## src/rtl/jtbubl_romslot.sv

```systemverilog
// SDRAM-side responder for a 32-bit graphics ROM port: one-entry cache, one SDRAM request
// per miss, two 16-bit beats assembled into the cached word.
module jtbubl_romslot #(
    parameter int unsigned    AW     = 18,
    parameter int unsigned    SDW    = 22,
    parameter logic [SDW-1:0] OFFSET = '0
) (
    input  logic           clk,
    input  logic           rst_n,
    input  logic           downloading,
    input  logic           rom_cs,
    input  logic [AW-1:0]  rom_addr,
    output logic [31:0]    rom_data,
    output logic           rom_ok,
    output logic           sdram_req,
    output logic [SDW-1:0] sdram_addr,
    input  logic           sdram_ack,
    input  logic           data_dst,
    input  logic [15:0]    data_read
);

    typedef enum logic [1:0] {StIdle, StReq, StWait0, StWait1} state_e;

    state_e         r_state, w_state_d;
    logic           r_valid, w_valid_d;
    logic [AW-1:0]  r_cache_addr, w_cache_addr_d;
    logic [AW-1:0]  r_req_addr, w_req_addr_d;
    logic [31:0]    r_data, w_data_d;
    logic [15:0]    r_low, w_low_d;
    logic           r_req, w_req_d;
    logic [SDW-1:0] r_sdram_addr, w_sdram_addr_d;

    logic           w_hit;
    logic [SDW-1:0] w_miss_sdaddr;

    assign w_hit         = r_valid && (rom_addr == r_cache_addr);
    // Client words are two SDRAM words wide; the sum wraps modulo 2^SDW.
    assign w_miss_sdaddr = OFFSET + SDW'({rom_addr, 1'b0});

    always_comb begin
        w_state_d      = r_state;
        w_valid_d      = r_valid;
        w_cache_addr_d = r_cache_addr;
        w_req_addr_d   = r_req_addr;
        w_data_d       = r_data;
        w_low_d        = r_low;
        w_req_d        = r_req;
        w_sdram_addr_d = r_sdram_addr;
        if (downloading) begin
            w_valid_d = 1'b0;
            w_req_d   = 1'b0;
            w_state_d = StIdle;
        end else begin
            unique case (r_state)
                StIdle: begin
                    if (rom_cs && !w_hit) begin
                        w_req_addr_d   = rom_addr;
                        w_sdram_addr_d = w_miss_sdaddr;
                        w_req_d        = 1'b1;
                        w_state_d      = StReq;
                    end
                end
                StReq: begin
                    if (sdram_ack) begin
                        w_req_d   = 1'b0;
                        w_state_d = StWait0;
                        // The controller may deliver the first beat with the ack.
                        if (data_dst) begin
                            w_low_d   = data_read;
                            w_state_d = StWait1;
                        end
                    end
                end
                StWait0: begin
                    if (data_dst) begin
                        w_low_d   = data_read;
                        w_state_d = StWait1;
                    end
                end
                StWait1: begin
                    if (data_dst) begin
                        w_data_d       = {data_read, r_low};
                        w_cache_addr_d = r_req_addr;
                        w_valid_d      = 1'b1;
                        w_state_d      = StIdle;
                    end
                end
                default: w_state_d = StIdle;
            endcase
        end
    end

    always_ff @(posedge clk or negedge rst_n) begin
        if (!rst_n) begin
            r_state      <= StIdle;
            r_valid      <= 1'b0;
            r_cache_addr <= '0;
            r_req_addr   <= '0;
            r_data       <= '0;
            r_low        <= '0;
            r_req        <= 1'b0;
            r_sdram_addr <= '0;
        end else begin
            r_state      <= w_state_d;
            r_valid      <= w_valid_d;
            r_cache_addr <= w_cache_addr_d;
            r_req_addr   <= w_req_addr_d;
            r_data       <= w_data_d;
            r_low        <= w_low_d;
            r_req        <= w_req_d;
            r_sdram_addr <= w_sdram_addr_d;
        end
    end

    assign rom_ok     = rom_cs && w_hit;
    assign rom_data   = r_data;
    assign sdram_req  = r_req;
    assign sdram_addr = r_sdram_addr;

endmodule

```

## config.mk

```make
export PLATFORM = sky130hd
export DESIGN_NAME = jtbubl_romslot
export DESIGN_NICKNAME = d
export VERILOG_FILES = /design/src/rtl/jtbubl_romslot.sv
export SDC_FILE = /design/constraint.sdc
export NUM_CORES = 1
export LEC_CHECK = 0
export CORE_MARGIN = 2
export CORE_UTILIZATION = 49
export CTS_BUF_LIST = sky130_fd_sc_hd__clkbuf_16
export DETAILED_ROUTE_END_ITERATION = 10
export GPL_ROUTABILITY_DRIVEN = 0
export PLACE_DENSITY = 0.8
export SYNTH_ARGS = -nofsm -noshare
export SYNTH_HDL_FRONTEND = slang
export SYNTH_SLANG_ARGS = --single-unit
export TNS_END_PERCENT = 20
```

## constraint.sdc

```tcl
create_clock -name clk -period 2.33 [get_ports clk]
set_input_delay 0.3495 -clock clk [delete_from_list [all_inputs] [get_ports clk]]
set_output_delay 0.3495 -clock clk [all_outputs]
set_load 0.05 [all_outputs]
```

==> flow_metrics.env, run 1 <==
export IMPL_grtUsageTotal_pct=18.5
export IMPL_p_per_area_nw_per_um2=1430
export IMPL_ys_types=31
export IMPL_leakagePower_uw=0.00249
export IMPL_critical_path_arrival_ps=1960
export IMPL_internal_power_uw=4560
export IMPL_drive_gt1_share_pct=34.8
export IMPL_hp_class="input pin to async pin"
export IMPL_fin_crit_ps=2310
export IMPL_h_tree_depth=3
export IMPL_synth_area_um2=3750
export IMPL_cts_root_buf="clkbuf_16"
export IMPL_avgSynthCellArea_um2=15.1
export IMPL_p_switching_uw=2980
export IMPL_pre_cts_ws_ps=-411
export IMPL_final_nets=405
export IMPL_r2r_end="r_low[14]$_DFFE_PN0P_"
export IMPL_dieArea_um2=8380
export IMPL_end_kind="output port"
export IMPL_cts_buffer_depth=2
export IMPL_cp_required_ps=1980
export IMPL_syn2layout_area_growth_pct=40.3
export IMPL_drtIter0Drc=83
export IMPL_rows=31
export IMPL_final_cell_mix="dfrtp_1, mux2_2, clkdlybuf4s50_1"
export IMPL_clock_sinks=88
export IMPL_synthCells=249
export IMPL_io_buffers=91
export IMPL_start_util_pct=51.2
export IMPL_routed_wl_um=7280
export IMPL_grt_max_degree=50
export IMPL_hold_violations=0
export IMPL_drc=0
export IMPL_reg2reg_slack_ps=430
export IMPL_wl_per_cell_um=15.7
export IMPL_boundaryPins=96
export IMPL_cts_tree="built"
export IMPL_die_h_um=91.5
export IMPL_cts_buffers=9
export IMPL_path_class="register to output port"
export IMPL_routed_via_density=5.05
export IMPL_vias=2344
export IMPL_fin_skew_ps=8.56
export IMPL_startpoint="r_cache_addr[14]$_DFFE_PN0P_"
export IMPL_core_area_um2=7330
export IMPL_dp_hpwl_um=5000
export IMPL_rsz0062_at_grt="yes"
export IMPL_grt_pass1_wl_um=12100
export IMPL_ys_warn_count=0
export IMPL_status="completed"
export IMPL_clkTransAtPathRegs_ps=60
export IMPL_slew_violations=0
export IMPL_switching_share_pct=39.5
export IMPL_cap_violations=0
export IMPL_setup_ws_ps=22.1
export IMPL_drtPass1Iterations=4
export IMPL_peakVddDrop_v=0.000907
export IMPL_crit_end="rom_ok"
export IMPL_start_kind="register"
export IMPL_p_comb_share_pct=46.9
export IMPL_final_common_cell="dfrtp_1"
export IMPL_ys_seq_area_share_pct=58.7
export IMPL_power_frac_seq_pct=33.4
export IMPL_maxSlewHeadroom_pct=57.6
export IMPL_clk_latency_ps=330
export IMPL_die_w_um=91.5
export IMPL_p_total_uw=7540
export IMPL_tns_ps=0
export IMPL_critPathMaxFanout=2
export IMPL_final_antenna_net_count=0
export IMPL_n_fill_cell=476
export IMPL_period_share_pct=99.1
export IMPL_antenna_cells=0
export IMPL_grt_ovfl_total=0
export IMPL_synth_seq_cells=88
export IMPL_antenna_found_initial=0
export IMPL_setup_viol_count_final=0
export IMPL_r2r_start="r_state[0]$_DFFE_PN0P_"
export IMPL_r2r_cells=6
export IMPL_power_frac_clock_pct=19.7
export IMPL_fmax_mhz=433
export IMPL_grt_pass1_vias=2461
export IMPL_worstMarginPinSlew_ps=637
export IMPL_holdWs_ps=46.9
-- layout make-up --
cell class | count | area (um^2) | share of cell area (%)
clock buffer | 9 | 225 | 4.28
clock inverter | 7 | 88.8 | 1.69
inverter | 6 | 22.5 | 0.428
multi-input combinational | 146 | 1500 | 28.4
sequential | 88 | 2200 | 41.8
tap | 99 | 124 | 2.35
timing repair buffer | 109 | 1110 | 21.0
-- critical path: stages, from the launching register on --
cell     delay [ps]
dfrtp_1         390
xnor2_1         180
nand4_1         200
nor4_4          380
buf_4           180
and3_4          180
buf_12          130
-- Yosys cell counts --
| cell type | number | area share [%] |
|---|---|---|
| nor3_4 | 1 | 0.43 |
| buf_1 | 1 | 0.10 |
| nand3_1 | 3 | 0.40 |
| mux2i_1 | 2 | 0.53 |
| mux2_4 | 10 | 4.0 |
| a31oi_1 | 2 | 0.33 |
| xnor2_1 | 15 | 3.5 |
| nand2b_1 | 1 | 0.17 |
| buf_6 | 1 | 0.30 |
| and3_1 | 2 | 0.33 |
| ha_1 | 5 | 1.7 |
| o21ai_0 | 1 | 0.13 |
| xor2_1 | 3 | 0.70 |
| buf_2 | 1 | 0.13 |
| dfrtp_1 | 88 | 59 |
| nor4_4 | 1 | 0.57 |
| inv_1 | 6 | 0.60 |
| conb_1 | 1 | 0.10 |
| o221a_2 | 1 | 0.30 |
| buf_4 | 4 | 0.80 |
| nand3b_1 | 1 | 0.20 |
| mux2_2 | 75 | 22 |
| nand2_1 | 7 | 0.70 |
| nor2_1 | 2 | 0.20 |
| o2bb2ai_1 | 1 | 0.23 |
| nand4_1 | 4 | 0.67 |
| o221ai_1 | 1 | 0.23 |
| a211oi_4 | 1 | 0.53 |
| nor3b_1 | 1 | 0.20 |
| a21oi_1 | 2 | 0.27 |
| clkbuf_1 | 5 | 0.50 |
-- stage by stage --
stage / std cells / utilization [%] / area (um^2)
floorplan: 252 / - / 3760
global placement: 444 / 66.5 / 4870
detailed placement: 444 / 66.5 / 4870
CTS: 463 / 71.2 / 5220
global route: 464 / 71.8 / 5270
finish: 464 / 71.8 / 5270
-- kinds of logic after synthesis --
kind of cell / synth area share, %
AO/OA/AOI/OAI: 2.03
XOR/XNOR: 4.20
buffers and inverters: 2.43
multiplexers: 27.0
flip-flops: 58.7
other: 0.0999
adder cells (fa/ha/maj): 1.67
AND/OR/NAND/NOR: 3.87
-- power groups by stage --
| stage | clock network [uW] | logic, uW | registers, uW |
|---|---|---|---|
| after floorplan | 0 | 1010 | 3850 |
| final | 1490 | 3530 | 2520 |
| after global placement | 0 | 3480 | 2500 |
| after detailed placement | 0 | 3520 | 2530 |
| after CTS | 1520 | 3560 | 2520 |
| after global routing | 1600 | 3710 | 2600 |
-- registers in the layout, indices dropped and copies added (netlist names) --
signal / flops
rom_data: 32
r_cache_addr: 18
r_req_addr: 18
r_low: 16
r_state: 2
r_valid: 1
sdram_req: 1
-- worst min path at each step --
stage	cells after the start	end	slack (ps)	from
2_1_floorplan	0	r_cache_addr[0]$_DFFE_PN0P_	50	rst_n
3_3_place_gp	1	r_req_addr[6]$_DFFE_PN0P_	410	rst_n
4_1_cts	1	r_req_addr[6]$_DFFE_PN0P_	70	rst_n
5_1_grt	1	r_req_addr[6]$_DFFE_PN0P_	90	rst_n
6_report	1	rom_data[31]$_DFFE_PN0P_	50	rst_n
3_5_place_dp	1	r_req_addr[6]$_DFFE_PN0P_	420	rst_n
-- metal layers --
| metal | share of wire, % | up-vias | track usage, % | routed length [um] |
|---|---|---|---|---|
| met5 | 0 | - | 0 | 0 |
| met4 | 0.56 | 0 | 4.92 | 41 |
| met3 | 4.3 | 2 | 5.48 | 312 |
| met2 | 51 | 55 | 30.5 | 3720 |
| met1 | 44 | 1197 | 23.8 | 3210 |
| li1 | - | 1090 | - | - |
-- what timing repair did --
item | CTS | global route
setup buffers | 3 | 1
hold buffers | 0 | 0
resized for setup | 7 | 11
endpoints found under the setup margin | 13 | 1
pin swaps | 6 | 7
Power figures use the tool's default switching activity.
==> inputs of run 2 (changes only) <==
--- a/config.mk
+++ b/config.mk
@@ -5,6 +5,7 @@
 export SDC_FILE = /design/constraint.sdc
 export NUM_CORES = 1
 export LEC_CHECK = 0
+export ABC_AREA = 1
 export CORE_MARGIN = 2
 export CORE_UTILIZATION = 49
 export CTS_BUF_LIST = sky130_fd_sc_hd__clkbuf_16
==> run 2 against run 1 <==
Against the previous run:
- the flow now finishes with violations (hold timing)
- register-to-register slack got worse by 150 ps
- design area decreased by 1.2%
- clock power about the same
- critical path depth unchanged
- clock-buffer cell count unchanged
- highest routed layer unchanged
- hold slack got worse by 54 ps
- via count increased by 28%
- die area increased by 3.0%
==> flow_metrics.env, run 2 <==
export IMPL_fin_skew_ps=5.99
export IMPL_peakVddDrop_v=0.000816
export IMPL_r2r_end="r_low[14]$_DFFE_PN0P_"
export IMPL_final_antenna_net_count=0
export IMPL_ys_seq_area_share_pct=56.9
export IMPL_r2r_start="r_state[1]$_DFFE_PN0P_"
export IMPL_fin_crit_ps=2170
export IMPL_start_kind="input pin"
export IMPL_rsz0062_at_grt="no"
export IMPL_drc=0
export IMPL_dp_hpwl_um=5700
export IMPL_holdWs_ps=-7.36
export IMPL_synth_seq_cells=88
export IMPL_synthCells=424
export IMPL_cp_required_ps=1980
export IMPL_syn2layout_area_growth_pct=34.5
export IMPL_clock_sinks=88
export IMPL_tns_ps=0
export IMPL_r2r_cells=4
export IMPL_n_fill_cell=597
export IMPL_slew_violations=0
export IMPL_synth_area_um2=3870
export IMPL_critical_path_arrival_ps=1820
export IMPL_setup_viol_count_final=0
export IMPL_worstMarginPinSlew_ps=1140
export IMPL_placed_cells=605
export IMPL_die_w_um=92.9
export IMPL_cts_tree="built"
export IMPL_cap_violations=0
export IMPL_final_cells=621
export IMPL_ys_top_cells_by_count="nand2_1, dfrtp_1, inv_1, o21ai_0, nor2_1"
export IMPL_synth_top_area_share_pct=56.9
export IMPL_antenna_found_initial=0
export IMPL_start_util_pct=50.3
export IMPL_vias=3007
export IMPL_p_per_area_nw_per_um2=1490
export IMPL_boundaryPins=96
export IMPL_ys_types=26
export IMPL_crit_path_cell_trace="clkdlybuf4s50_1 -> xor2_1 -> nor3_1 -> nand3_2 -> nor2_1 -> buf_12"
export IMPL_crit_path_top_delay_cell="clkdlybuf4s50_1"
export IMPL_final_common_cell="nand2_1"
export IMPL_critPathMaxFanout=2
export IMPL_wl_per_cell_um=13.1
export IMPL_end_kind="output port"
export IMPL_cts_buffers=9
export IMPL_core_area_um2=7690
export IMPL_path_class="input pin to output port"
export IMPL_p_total_uw=7740
export IMPL_drtIter0Drc=91
export IMPL_ys_flop_type="dfrtp_1"
export IMPL_drive_gt1_share_pct=9.83
export IMPL_drtPass1Iterations=4
export IMPL_yosys_top_cells_area="dfrtp_1, nand2_1, mux2_2, inv_1, o21ai_0"
export IMPL_status="complete, but fails checks"
export IMPL_yosysMostFrequentCell="nand2_1"
export IMPL_multiInputGateArea_um2=1370
export IMPL_h_tree_depth=3
export IMPL_seq_area_um2=2200
export IMPL_hold_violations=7
export IMPL_io_buffers=91
export IMPL_final_cell_mix="nand2_1, clkdlybuf4s50_1, dfrtp_1"
export IMPL_synth_edf_count=0
export IMPL_die_h_um=92.9
export IMPL_clkTransAtPathRegs_ps=60
export IMPL_violations="hold timing"
export IMPL_grt_ovfl_total=0
export IMPL_leakagePower_uw=0.00266
export IMPL_period_share_pct=93.1
export IMPL_dieArea_um2=8620
export IMPL_cts_buffer_depth=2
export IMPL_routed_via_density=4.84
export IMPL_cts_resized_gates=0
export IMPL_routed_wl_um=8150
export IMPL_hp_class="input pin to async pin"
export IMPL_grt_max_degree=52
export IMPL_antenna_cells=0
export IMPL_fmax_mhz=461
export IMPL_final_nets=559
export IMPL_grtUsageTotal_pct=20.0
export IMPL_clk_latency_ps=330
export IMPL_ys_warn_count=0
export IMPL_ctsHoldBuffers=0
export IMPL_post_cts_buffers=0
export IMPL_netlist_top_cell_by_area="dfrtp_1"
export IMPL_reg2reg_slack_ps=280
export IMPL_rows=32
export IMPL_async_reset_ff_share_pct=100
export IMPL_max_stage_delay_ps=450
export IMPL_avgSynthCellArea_um2=9.13
export IMPL_grt_pass1_wl_um=13700
export IMPL_maxSlewHeadroom_pct=24.1
export IMPL_cts_root_buf="clkbuf_16"
export IMPL_largest_reg_flops=32
export IMPL_grt_pass1_vias=3037
[run 2: changes by cell type after synthesis, sizes merged, moves of 6 or more]
cell   delta
xnor2    -15
o21ai    +34
nand3    +20
nor2     +27
buf       +6
inv      +47
mux2     -63
a21oi    +13
nand2   +120
[run 2: layer usage]
metal  GRT usage (%)  share of wire, %  up-vias
met5               0                 0        -
met4            7.23               1.9        0
met3            6.51               7.3       14
met2            32.9                47       88
met1            24.6                44     1409
li1                -                 -     1496
[run 2: worst max path at each step]
stage / startpoint / end / slack (ps) / depth (start not counted)
2_1_floorplan: r_cache_addr[7]$_DFFE_PN0P_ / rom_ok / 460 / 4
4_1_cts: rom_addr[7] / rom_ok / 160 / 6
3_5_place_dp: rom_addr[7] / rom_ok / 170 / 6
3_3_place_gp: rom_addr[7] / rom_ok / 190 / 6
6_report: rom_addr[7] / rom_ok / 160 / 6
5_1_grt: r_state[1]$_DFFE_PN0P_ / r_low[14]$_DFFE_PN0P_ / 20 / 4
[run 2: final cells by class]
type / count / share of cell area, %
sequential: 88 / 42.3
clock inverter: 7 / 1.80
clock buffer: 9 / 4.33
multi-input combinational: 267 / 26.2
tap: 102 / 2.45
timing repair buffer: 95 / 18.9
inverter: 53 / 3.92
[run 2: kinds of logic after synthesis]
logic type / after synthesis / share of synthesized area (%)
adder cells (fa/ha/maj): 5 / 1.62
XOR/XNOR: 3 / 0.679
AND/OR/NAND/NOR: 181 / 19.2
other: 1 / 0.0969
buffers and inverters: 72 / 8.28
AO/OA/AOI/OAI: 52 / 6.85
multiplexers: 22 / 6.40
flip-flops: 88 / 56.9
[run 2: critical path: cells and delay by family]
family        cells  cell delay (ps)
xor+xnor          1              160
buf+inv           2              620
simple gates      3              700
[run 2: metrics by stage]
| step | utilization [%] | area, um^2 | worst slack, ps |
|---|---|---|---|
| finish | 67.7 | 5200 | 161 |
| global route | 67.7 | 5200 | 19.4 |
| CTS | 67.7 | 5200 | 163 |
| detailed placement | 63.5 | 4880 | 170 |
| global placement | 63.5 | 4880 | 189 |
| floorplan | - | 3880 | 460 |
[run 2: report_power, final]
group	switching, uW	internal, uW	total (uW)
sequential	435	2210	2650
combinational	2330	1240	3570
clock	577	941	1520
total	3350	4390	7740
